[src/rtl/alu_pkg.sv]
// Shared constants for the ALU and its controller: opcodes, flag bit indices,
// sequencer state encoding and small opcode-decode helpers.
package alu_pkg;

    localparam int unsigned ALU_DATA_W = 16;
    localparam int unsigned ALU_NREGS  = 16;
    localparam int unsigned ALU_OPC_W  = 5;

    localparam logic [ALU_OPC_W-1:0] OP_ADD  = 5'b00000;
    localparam logic [ALU_OPC_W-1:0] OP_ADDU = 5'b00001;
    localparam logic [ALU_OPC_W-1:0] OP_SUB  = 5'b00010;
    localparam logic [ALU_OPC_W-1:0] OP_CMP  = 5'b00011;
    localparam logic [ALU_OPC_W-1:0] OP_AND  = 5'b00100;
    localparam logic [ALU_OPC_W-1:0] OP_OR   = 5'b00101;
    localparam logic [ALU_OPC_W-1:0] OP_XOR  = 5'b00110;
    localparam logic [ALU_OPC_W-1:0] OP_NOT  = 5'b00111;
    localparam logic [ALU_OPC_W-1:0] OP_LSH  = 5'b01000;
    localparam logic [ALU_OPC_W-1:0] OP_RSH  = 5'b01001;
    localparam logic [ALU_OPC_W-1:0] OP_ARSH = 5'b01010;
    localparam logic [ALU_OPC_W-1:0] OP_NOP  = 5'b11111;

    localparam int unsigned FLG_Z = 4;
    localparam int unsigned FLG_C = 3;
    localparam int unsigned FLG_F = 2;
    localparam int unsigned FLG_L = 1;
    localparam int unsigned FLG_N = 0;

    typedef enum logic [1:0] {
        ST_IDLE = 2'd0,
        ST_READ = 2'd1,
        ST_EXEC = 2'd2,
        ST_WB   = 2'd3
    } state_e;

    function automatic logic op_known(input logic [ALU_OPC_W-1:0] op);
        case (op)
            OP_ADD, OP_ADDU, OP_SUB, OP_CMP, OP_AND, OP_OR, OP_XOR,
            OP_NOT, OP_LSH, OP_RSH, OP_ARSH, OP_NOP: return 1'b1;
            default:                                 return 1'b0;
        endcase
    endfunction

    // CMP only produces flags; NOP touches nothing
    function automatic logic op_writes_rf(input logic [ALU_OPC_W-1:0] op);
        return !(op == OP_CMP || op == OP_NOP);
    endfunction

endpackage

[src/rtl/alu_controller_if.sv]
// Request handshake between the instruction decoder (master) and alu_controller (slave).
interface alu_controller_if #(
    parameter int unsigned OPC_W = alu_pkg::ALU_OPC_W
) ();

    logic             req_valid;
    logic             req_ready;
    logic [OPC_W-1:0] req_op;
    logic [3:0]       req_rd;
    logic [3:0]       req_rs;
    logic             req_use_imm;
    logic [7:0]       req_imm;

    modport master (
        output req_valid, req_op, req_rd, req_rs, req_use_imm, req_imm,
        input  req_ready
    );

    modport slave (
        input  req_valid, req_op, req_rd, req_rs, req_use_imm, req_imm,
        output req_ready
    );

endinterface

[src/rtl/alu_regfile.sv]
// Register file: async-reset storage, two operand read ports, one debug read
// port (all combinational) and one synchronous write port.
module alu_regfile #(
    parameter int unsigned DATA_W = alu_pkg::ALU_DATA_W,
    parameter int unsigned NREGS  = alu_pkg::ALU_NREGS,
    parameter int unsigned AW     = 4
) (
    input  logic              clk,
    input  logic              rst,
    input  logic              we,
    input  logic [AW-1:0]     wa,
    input  logic [DATA_W-1:0] wd,
    input  logic [AW-1:0]     ra_addr,
    output logic [DATA_W-1:0] ra_data,
    input  logic [AW-1:0]     rb_addr,
    output logic [DATA_W-1:0] rb_data,
    input  logic [AW-1:0]     dbg_addr,
    output logic [DATA_W-1:0] dbg_data
);

    logic [DATA_W-1:0] mem [NREGS];

    always_ff @(posedge clk or posedge rst) begin
        if (rst) begin
            for (int i = 0; i < int'(NREGS); i++) begin
                mem[i] <= '0;
            end
        end else if (we) begin
            mem[wa] <= wd;
        end
    end

    assign ra_data  = mem[ra_addr];
    assign rb_data  = mem[rb_addr];
    assign dbg_data = mem[dbg_addr];

endmodule

[src/rtl/alu_controller.sv]
// Four-state sequencer (IDLE/READ/EXEC/WB) feeding the external combinational alu.
// Define IMM_SIGN_EXT_EN to sign-extend the 8-bit immediate; otherwise it is zero-extended.
module alu_controller
    import alu_pkg::*;
#(
    parameter int unsigned DATA_W = ALU_DATA_W,
    parameter int unsigned NREGS  = ALU_NREGS,
    parameter int unsigned OPC_W  = ALU_OPC_W
) (
    input  logic              clk,
    input  logic              rst,
    alu_controller_if.slave   req,
    output logic [DATA_W-1:0] alu_a,
    output logic [DATA_W-1:0] alu_b,
    output logic [OPC_W-1:0]  alu_op,
    input  logic [DATA_W-1:0] alu_c,
    input  logic [4:0]        alu_flags,
    output logic              done,
    output logic [4:0]        psr,
    input  logic [3:0]        dbg_addr,
    output logic [DATA_W-1:0] dbg_data
);

    function automatic logic [DATA_W-1:0] ext_imm(input logic [7:0] imm);
`ifdef IMM_SIGN_EXT_EN
        return {{(DATA_W-8){imm[7]}}, imm};
`else
        return {{(DATA_W-8){1'b0}}, imm};
`endif
    endfunction

    state_e            state;
    logic [OPC_W-1:0]  op_q;
    logic [3:0]        rd_q;
    logic [3:0]        rs_q;
    logic              use_imm_q;
    logic [7:0]        imm_q;
    logic [DATA_W-1:0] res_q;
    logic [4:0]        flg_q;
    logic [DATA_W-1:0] rf_a;
    logic [DATA_W-1:0] rf_b;
    logic              wb_we;

    assign wb_we = (state == ST_WB) && op_writes_rf(op_q);

    alu_regfile #(
        .DATA_W (DATA_W),
        .NREGS  (NREGS),
        .AW     (4)
    ) u_regfile (
        .clk      (clk),
        .rst      (rst),
        .we       (wb_we),
        .wa       (rd_q),
        .wd       (res_q),
        .ra_addr  (rd_q),
        .ra_data  (rf_a),
        .rb_addr  (rs_q),
        .rb_data  (rf_b),
        .dbg_addr (dbg_addr),
        .dbg_data (dbg_data)
    );

    // Sequencer with registered handshake, operand and status outputs
    always_ff @(posedge clk or posedge rst) begin
        if (rst) begin
            state         <= ST_IDLE;
            req.req_ready <= 1'b1;
            op_q          <= OP_NOP;
            rd_q          <= '0;
            rs_q          <= '0;
            use_imm_q     <= 1'b0;
            imm_q         <= '0;
            alu_a         <= '0;
            alu_b         <= '0;
            alu_op        <= OP_NOP;
            res_q         <= '0;
            flg_q         <= '0;
            done          <= 1'b0;
            psr           <= '0;
        end else begin
            case (state)
                ST_IDLE: begin
                    if (req.req_valid) begin
                        // unlisted opcodes collapse to NOP at accept time
                        op_q          <= op_known(req.req_op) ? req.req_op : OP_NOP;
                        rd_q          <= req.req_rd;
                        rs_q          <= req.req_rs;
                        use_imm_q     <= req.req_use_imm;
                        imm_q         <= req.req_imm;
                        req.req_ready <= 1'b0;
                        state         <= ST_READ;
                    end
                end
                ST_READ: begin
                    alu_a  <= rf_a;
                    alu_b  <= use_imm_q ? ext_imm(imm_q) : rf_b;
                    alu_op <= op_q;
                    state  <= ST_EXEC;
                end
                ST_EXEC: begin
                    res_q <= alu_c;
                    flg_q <= alu_flags;
                    done  <= 1'b1;
                    state <= ST_WB;
                end
                ST_WB: begin
                    if (op_q != OP_NOP) begin
                        psr <= flg_q;
                    end
                    done          <= 1'b0;
                    req.req_ready <= 1'b1;
                    state         <= ST_IDLE;
                end
                default: begin
                    state <= ST_IDLE;
                end
            endcase
        end
    end

endmodule
[src/flat_wrapper.sv]
// flat-port wrapper written by rule: the top's interface ports become plain ports
module alu_controller_flat import alu_pkg::*;
#(
    parameter int unsigned DATA_W = ALU_DATA_W,
    parameter int unsigned NREGS  = ALU_NREGS,
    parameter int unsigned OPC_W  = ALU_OPC_W
)
  (clk, rst, alu_a, alu_b, alu_op, alu_c, alu_flags, done, psr, dbg_addr, dbg_data, req_req_valid, req_req_op, req_req_rd, req_req_rs, req_req_use_imm, req_req_imm, req_req_ready);
  alu_controller_if #(.OPC_W(OPC_W)) req_i ();
  input  logic clk;
  input  logic rst;
  output logic [DATA_W-1:0] alu_a;
  output logic [DATA_W-1:0] alu_b;
  output logic [OPC_W-1:0] alu_op;
  input  logic [DATA_W-1:0] alu_c;
  input  logic [4:0] alu_flags;
  output logic done;
  output logic [4:0] psr;
  input  logic [3:0] dbg_addr;
  output logic [DATA_W-1:0] dbg_data;
  input wire logic [$bits(req_i.req_valid)-1:0] req_req_valid;
  input wire logic [$bits(req_i.req_op)-1:0] req_req_op;
  input wire logic [$bits(req_i.req_rd)-1:0] req_req_rd;
  input wire logic [$bits(req_i.req_rs)-1:0] req_req_rs;
  input wire logic [$bits(req_i.req_use_imm)-1:0] req_req_use_imm;
  input wire logic [$bits(req_i.req_imm)-1:0] req_req_imm;
  output wire logic [$bits(req_i.req_ready)-1:0] req_req_ready;
  assign req_i.req_valid = req_req_valid;
  assign req_i.req_op = req_req_op;
  assign req_i.req_rd = req_req_rd;
  assign req_i.req_rs = req_req_rs;
  assign req_i.req_use_imm = req_req_use_imm;
  assign req_i.req_imm = req_req_imm;
  assign req_req_ready = req_i.req_ready;
  alu_controller #(.DATA_W(DATA_W), .NREGS(NREGS), .OPC_W(OPC_W)) u_core (.clk(clk), .rst(rst), .req(req_i), .alu_a(alu_a), .alu_b(alu_b), .alu_op(alu_op), .alu_c(alu_c), .alu_flags(alu_flags), .done(done), .psr(psr), .dbg_addr(dbg_addr), .dbg_data(dbg_data));
endmodule
[config.mk]
export PLATFORM = sky130hd
export DESIGN_NAME = alu_controller_flat
export DESIGN_NICKNAME = d
export VERILOG_FILES = /design/src/rtl/alu_pkg.sv /design/src/rtl/alu_controller_if.sv /design/src/rtl/alu_regfile.sv /design/src/rtl/alu_controller.sv /design/src/flat_wrapper.sv
export SDC_FILE = /design/constraint.sdc
export NUM_CORES = 1
export LEC_CHECK = 0
export ABC_CLOCK_PERIOD_IN_PS = 33300
export CAP_MARGIN = 20
export CELL_PAD_IN_SITES_DETAIL_PLACEMENT = 1
export CELL_PAD_IN_SITES_GLOBAL_PLACEMENT = 2
export CORE_UTILIZATION = 48
export CTS_BUF_LIST = sky130_fd_sc_hd__clkbuf_16
export DETAILED_ROUTE_END_ITERATION = 8
export GPL_TIMING_DRIVEN = 0
export PLACE_DENSITY_LB_ADDON = 0.1
export SKIP_LAST_GASP = 1
export SLEW_MARGIN = 15
export SYNTH_ARGS = -nofsm -noshare
export SYNTH_HDL_FRONTEND = slang
export SYNTH_SLANG_ARGS = --single-unit
[constraint.sdc]
create_clock -name clk -period 33.3 [get_ports clk]
set_input_delay 9.99 -clock clk [delete_from_list [all_inputs] [get_ports clk]]
set_output_delay 9.99 -clock clk [all_outputs]
set_load 0.02 [all_outputs]
==> impl_metrics.json <==
{
  "synth-edff-count": 0,
  "ant_nets": 0,
  "p_seq_share_pct": 33.5,
  "drv_cap": 0,
  "fin_crit_ps": 22860,
  "wl_per_cell_um": 36.0,
  "endpoint_kind": "primary output",
  "dieHeight_um": 204,
  "start_util_pct": 48.9,
  "cts-root-buf": "clkbuf_16",
  "post_cts_resized": 0,
  "syn_area_um2": 19500,
  "rsz0062_at_grt": "no",
  "worstPathMaxFanout": 10,
  "switching_share_pct": 40.6,
  "synthDistinctLibCells": 39,
  "power_frac_comb_pct": 48.7,
  "post_route_cells_drive_above_1_share_pct": 43.0,
  "drc": 0,
  "placed_cells": 1925,
  "power.internal_w": 0.00140,
  "max_freq_mhz": 43.8,
  "tightestPinTransition_ps": 1230,
  "min_path_type": "reg2reg",
  "first_pass_iters": 8,
  "p_leak_nw": 9.56,
  "fin_tns_setup_ps": 0,
  "run_status": "finished, final reports clean",
  "finalNetCount": 1499,
  "ctsHoldBuffers": 0,
  "syn2layout_area_growth_pct": 15.7,
  "ys_seq_area_share_pct": 44.3,
  "grt_max_degree": 104,
  "fp.dieW_um": 204,
  "routabilityCongestion": 0.889,
  "finClkSkew_ps": 11.6,
  "cp-start-kind": "input pin",
  "wl_mm": 71.8,
  "synth_nets": 1344,
  "syn_inst": 1289,
  "grt_pass1_vias": 14200,
  "io_pins": 110,
  "syn_area_per_cell_um2": 15.2,
  "hold_viol_final": 0,
  "avgViaCountPerCell": 6.81,
  "drt_iter0_drc": 1157,
  "clock_path_buffers": 3,
  "vias": 13600,
  "ys_dominant_reg_cell": "dfrtp_1",
  "rows": 73,
  "grt_pass1_wl_mm": 104,
  "dp_hpwl_mm": 46.2,
  "cts_setup_buffers": 0,
  "p_total_w": 0.00236,
  "slew_violations": 0,
  "grtUsageTotal_pct": 35.7,
  "cts_tree": "done",
  "clk_pin_slew_worst_paths_ps": 50,
  "clock_sinks": 345,
  "ys.warnings.count": 0,
  "finalSetupViolCount": 0,
  "finalNonFillerCells": 1998,
  "cp.required_ps": 23310,
  "ys_async_sr_fraction_pct": 100,
  "final_util_pct": 56.6,
  "numCtsBuffers": 41,
  "overflow": 0,
  "antenna_found_initial": 1,
  "clock_power_share_pct": 17.8,
  "ys_ff_latch": 345,
  "maxSlewHeadroom_pct": 18.2,
  "core_area_um2": 39900,
  "dieArea_um2": 41500,
  "portBuffers": 105,
  "fin_crit_sh_pct": 68.6,
  "power_density_nw_per_um2": 104,
  "crit_arrival_ps": 12870,
  "diodes": 0,
  "switching_power_w": 0.000957,
  "criticalPathCategory": "in2out",
  "ir_drop_uv": 56.9,
  "clkLatencyLatePin_ps": 560,
  "h-tree-depth": 2
}
[power groups by stage]
stage | combinational (W) | clock (W) | sequential [W]
5_1_grt | 0.00119 | 0.000440 | 0.000811
3_3_place_gp | 0.00110 | 0 | 0.000771
6_report | 0.00115 | 0.000419 | 0.000790
3_5_place_dp | 0.00113 | 0 | 0.000785
2_1_floorplan | 0.000738 | 0 | 0.000748
4_1_cts | 0.00114 | 0.000423 | 0.000781
[layer usage]
layer	GRT usage (%)	part of all wire (%)	up-vias	wire length (um)
met4	17.6	5.1	2	3660
met2	56.2	48	713	34100
met1	48.2	40	7378	28900
met3	6.02	7.1	202	5090
met5	0	0.018	-	13
li1	-	-	5320	-
[cells in the mapped netlist, types with 2 or more instances]
cell      instances  share of area [%]
dfrtp_1         334                 43
mux2_2          204                 12
mux4_2          176                 20
mux2_4          100                7.7
mux2i_1          80                4.1
nand2_1          49               0.94
a22oi_1          48                1.8
buf_2            46                1.2
buf_1            27               0.52
nor2_1           26               0.50
clkbuf_1         25               0.48
nand3_1          20               0.51
a31oi_1          16               0.51
o21ai_0          16               0.41
nand4_1          13               0.42
buf_12           11                1.1
dfstp_2          11                1.5
inv_1            11               0.21
nor2_4           10               0.58
a21oi_1           9               0.23
o211ai_1          8               0.31
o221ai_1          8               0.36
nor2_2            6               0.19
ha_1              5               0.32
nor2b_1           5               0.16
buf_4             4               0.15
nand2b_1          3              0.096
a21o_1            2              0.077
and2_1            2              0.064
and2b_2           2              0.090
and3_1            2              0.064
and3b_1           2              0.090
clkbuf_8          2               0.14
[critical path, stage by stage]
cell and delay [ps]:
buf_2 420, buf_2 380, buf_2 520, mux4_2 390
mux4_2 560, clkdlybuf4s50_1 570
[sequential cells by signal, summed over array words and instances, names as in the netlist, 4 cells and up]
signal / cells
u_core.alu_a: 16
u_core.alu_b: 16
u_core.alu_op: 5
u_core.flg_q: 5
u_core.imm_q: 8
u_core.op_q: 5
u_core.psr: 5
u_core.rd_q: 4
u_core.res_q: 16
u_core.rs_q: 4
u_core.u_regfile.mem: 256
[final timing paths]
kind	start	endpoint	slack, ps	cells past startpoint
max	dbg_addr[1]	dbg_data[15]	10440	6
min	u_core.op_q[1]$_DFFE_PP1P_	u_core.op_q[1]$_DFFE_PP1P_	500	2
max reg2reg	u_core.rd_q[2]$_DFFE_PP0P_	u_core.u_regfile.mem[223]$_DFFE_PP0P_	30170	7
min reg2reg	u_core.op_q[1]$_DFFE_PP1P_	u_core.op_q[1]$_DFFE_PP1P_	500	2
max in group asynchronous	rst	u_core.u_regfile.mem[170]$_DFFE_PP0P_	22470	3
min in group asynchronous	rst	u_core.rd_q[3]$_DFFE_PP0P_	9930	2
[cell families (layout without fill, tap and decap cells)]
family | after synthesis | in the layout | share of synthesized area (%)
AOI/OAI and AO/OA | 110 | 110 | 3.90
adders and majority gates | 5 | 5 | 0.320
buffers and inverters | 128 | 312 | 3.90
DFF | 345 | 345 | 44.3
muxes | 560 | 560 | 43.8
and+or+nand+nor | 141 | 141 | 3.76
[layout make-up]
class	instances	area (um2)
well taps	525	657
multi-input cells	816	10100
clock inverters	31	175
repair buffers	112	1190
flip-flops and latches	345	8650
inverters	11	48.8
plain buffers	117	722
fillers	3742	17300
clock buffers	41	1030
[per-stage QoR]
step	instance area, um2	setup slack, ps	hold WS [ps]
floorplan	19500	11680	463
global placement	21200	9210	478
detailed placement	21400	10530	494
CTS	22600	10510	504
global route	22600	10470	519
finish	22600	10440	500
[layout by cell type, fill, tap and decap left out, types with 25 or more instances in the layout]
| cell type | count |
|---|---|
| dfrtp_1 | 334 |
| mux2i_1 | 80 |
| nand2_1 | 49 |
| clkdlybuf4s50_1 | 105 |
| mux2_4 | 100 |
| mux2_2 | 204 |
| clkbuf_16 | 41 |
| nor2_1 | 26 |
| buf_2 | 48 |
| buf_1 | 25 |
| a22oi_1 | 48 |
| clkbuf_1 | 25 |
| mux4_2 | 176 |
Note: power is estimated with default switching activity, not from simulation.
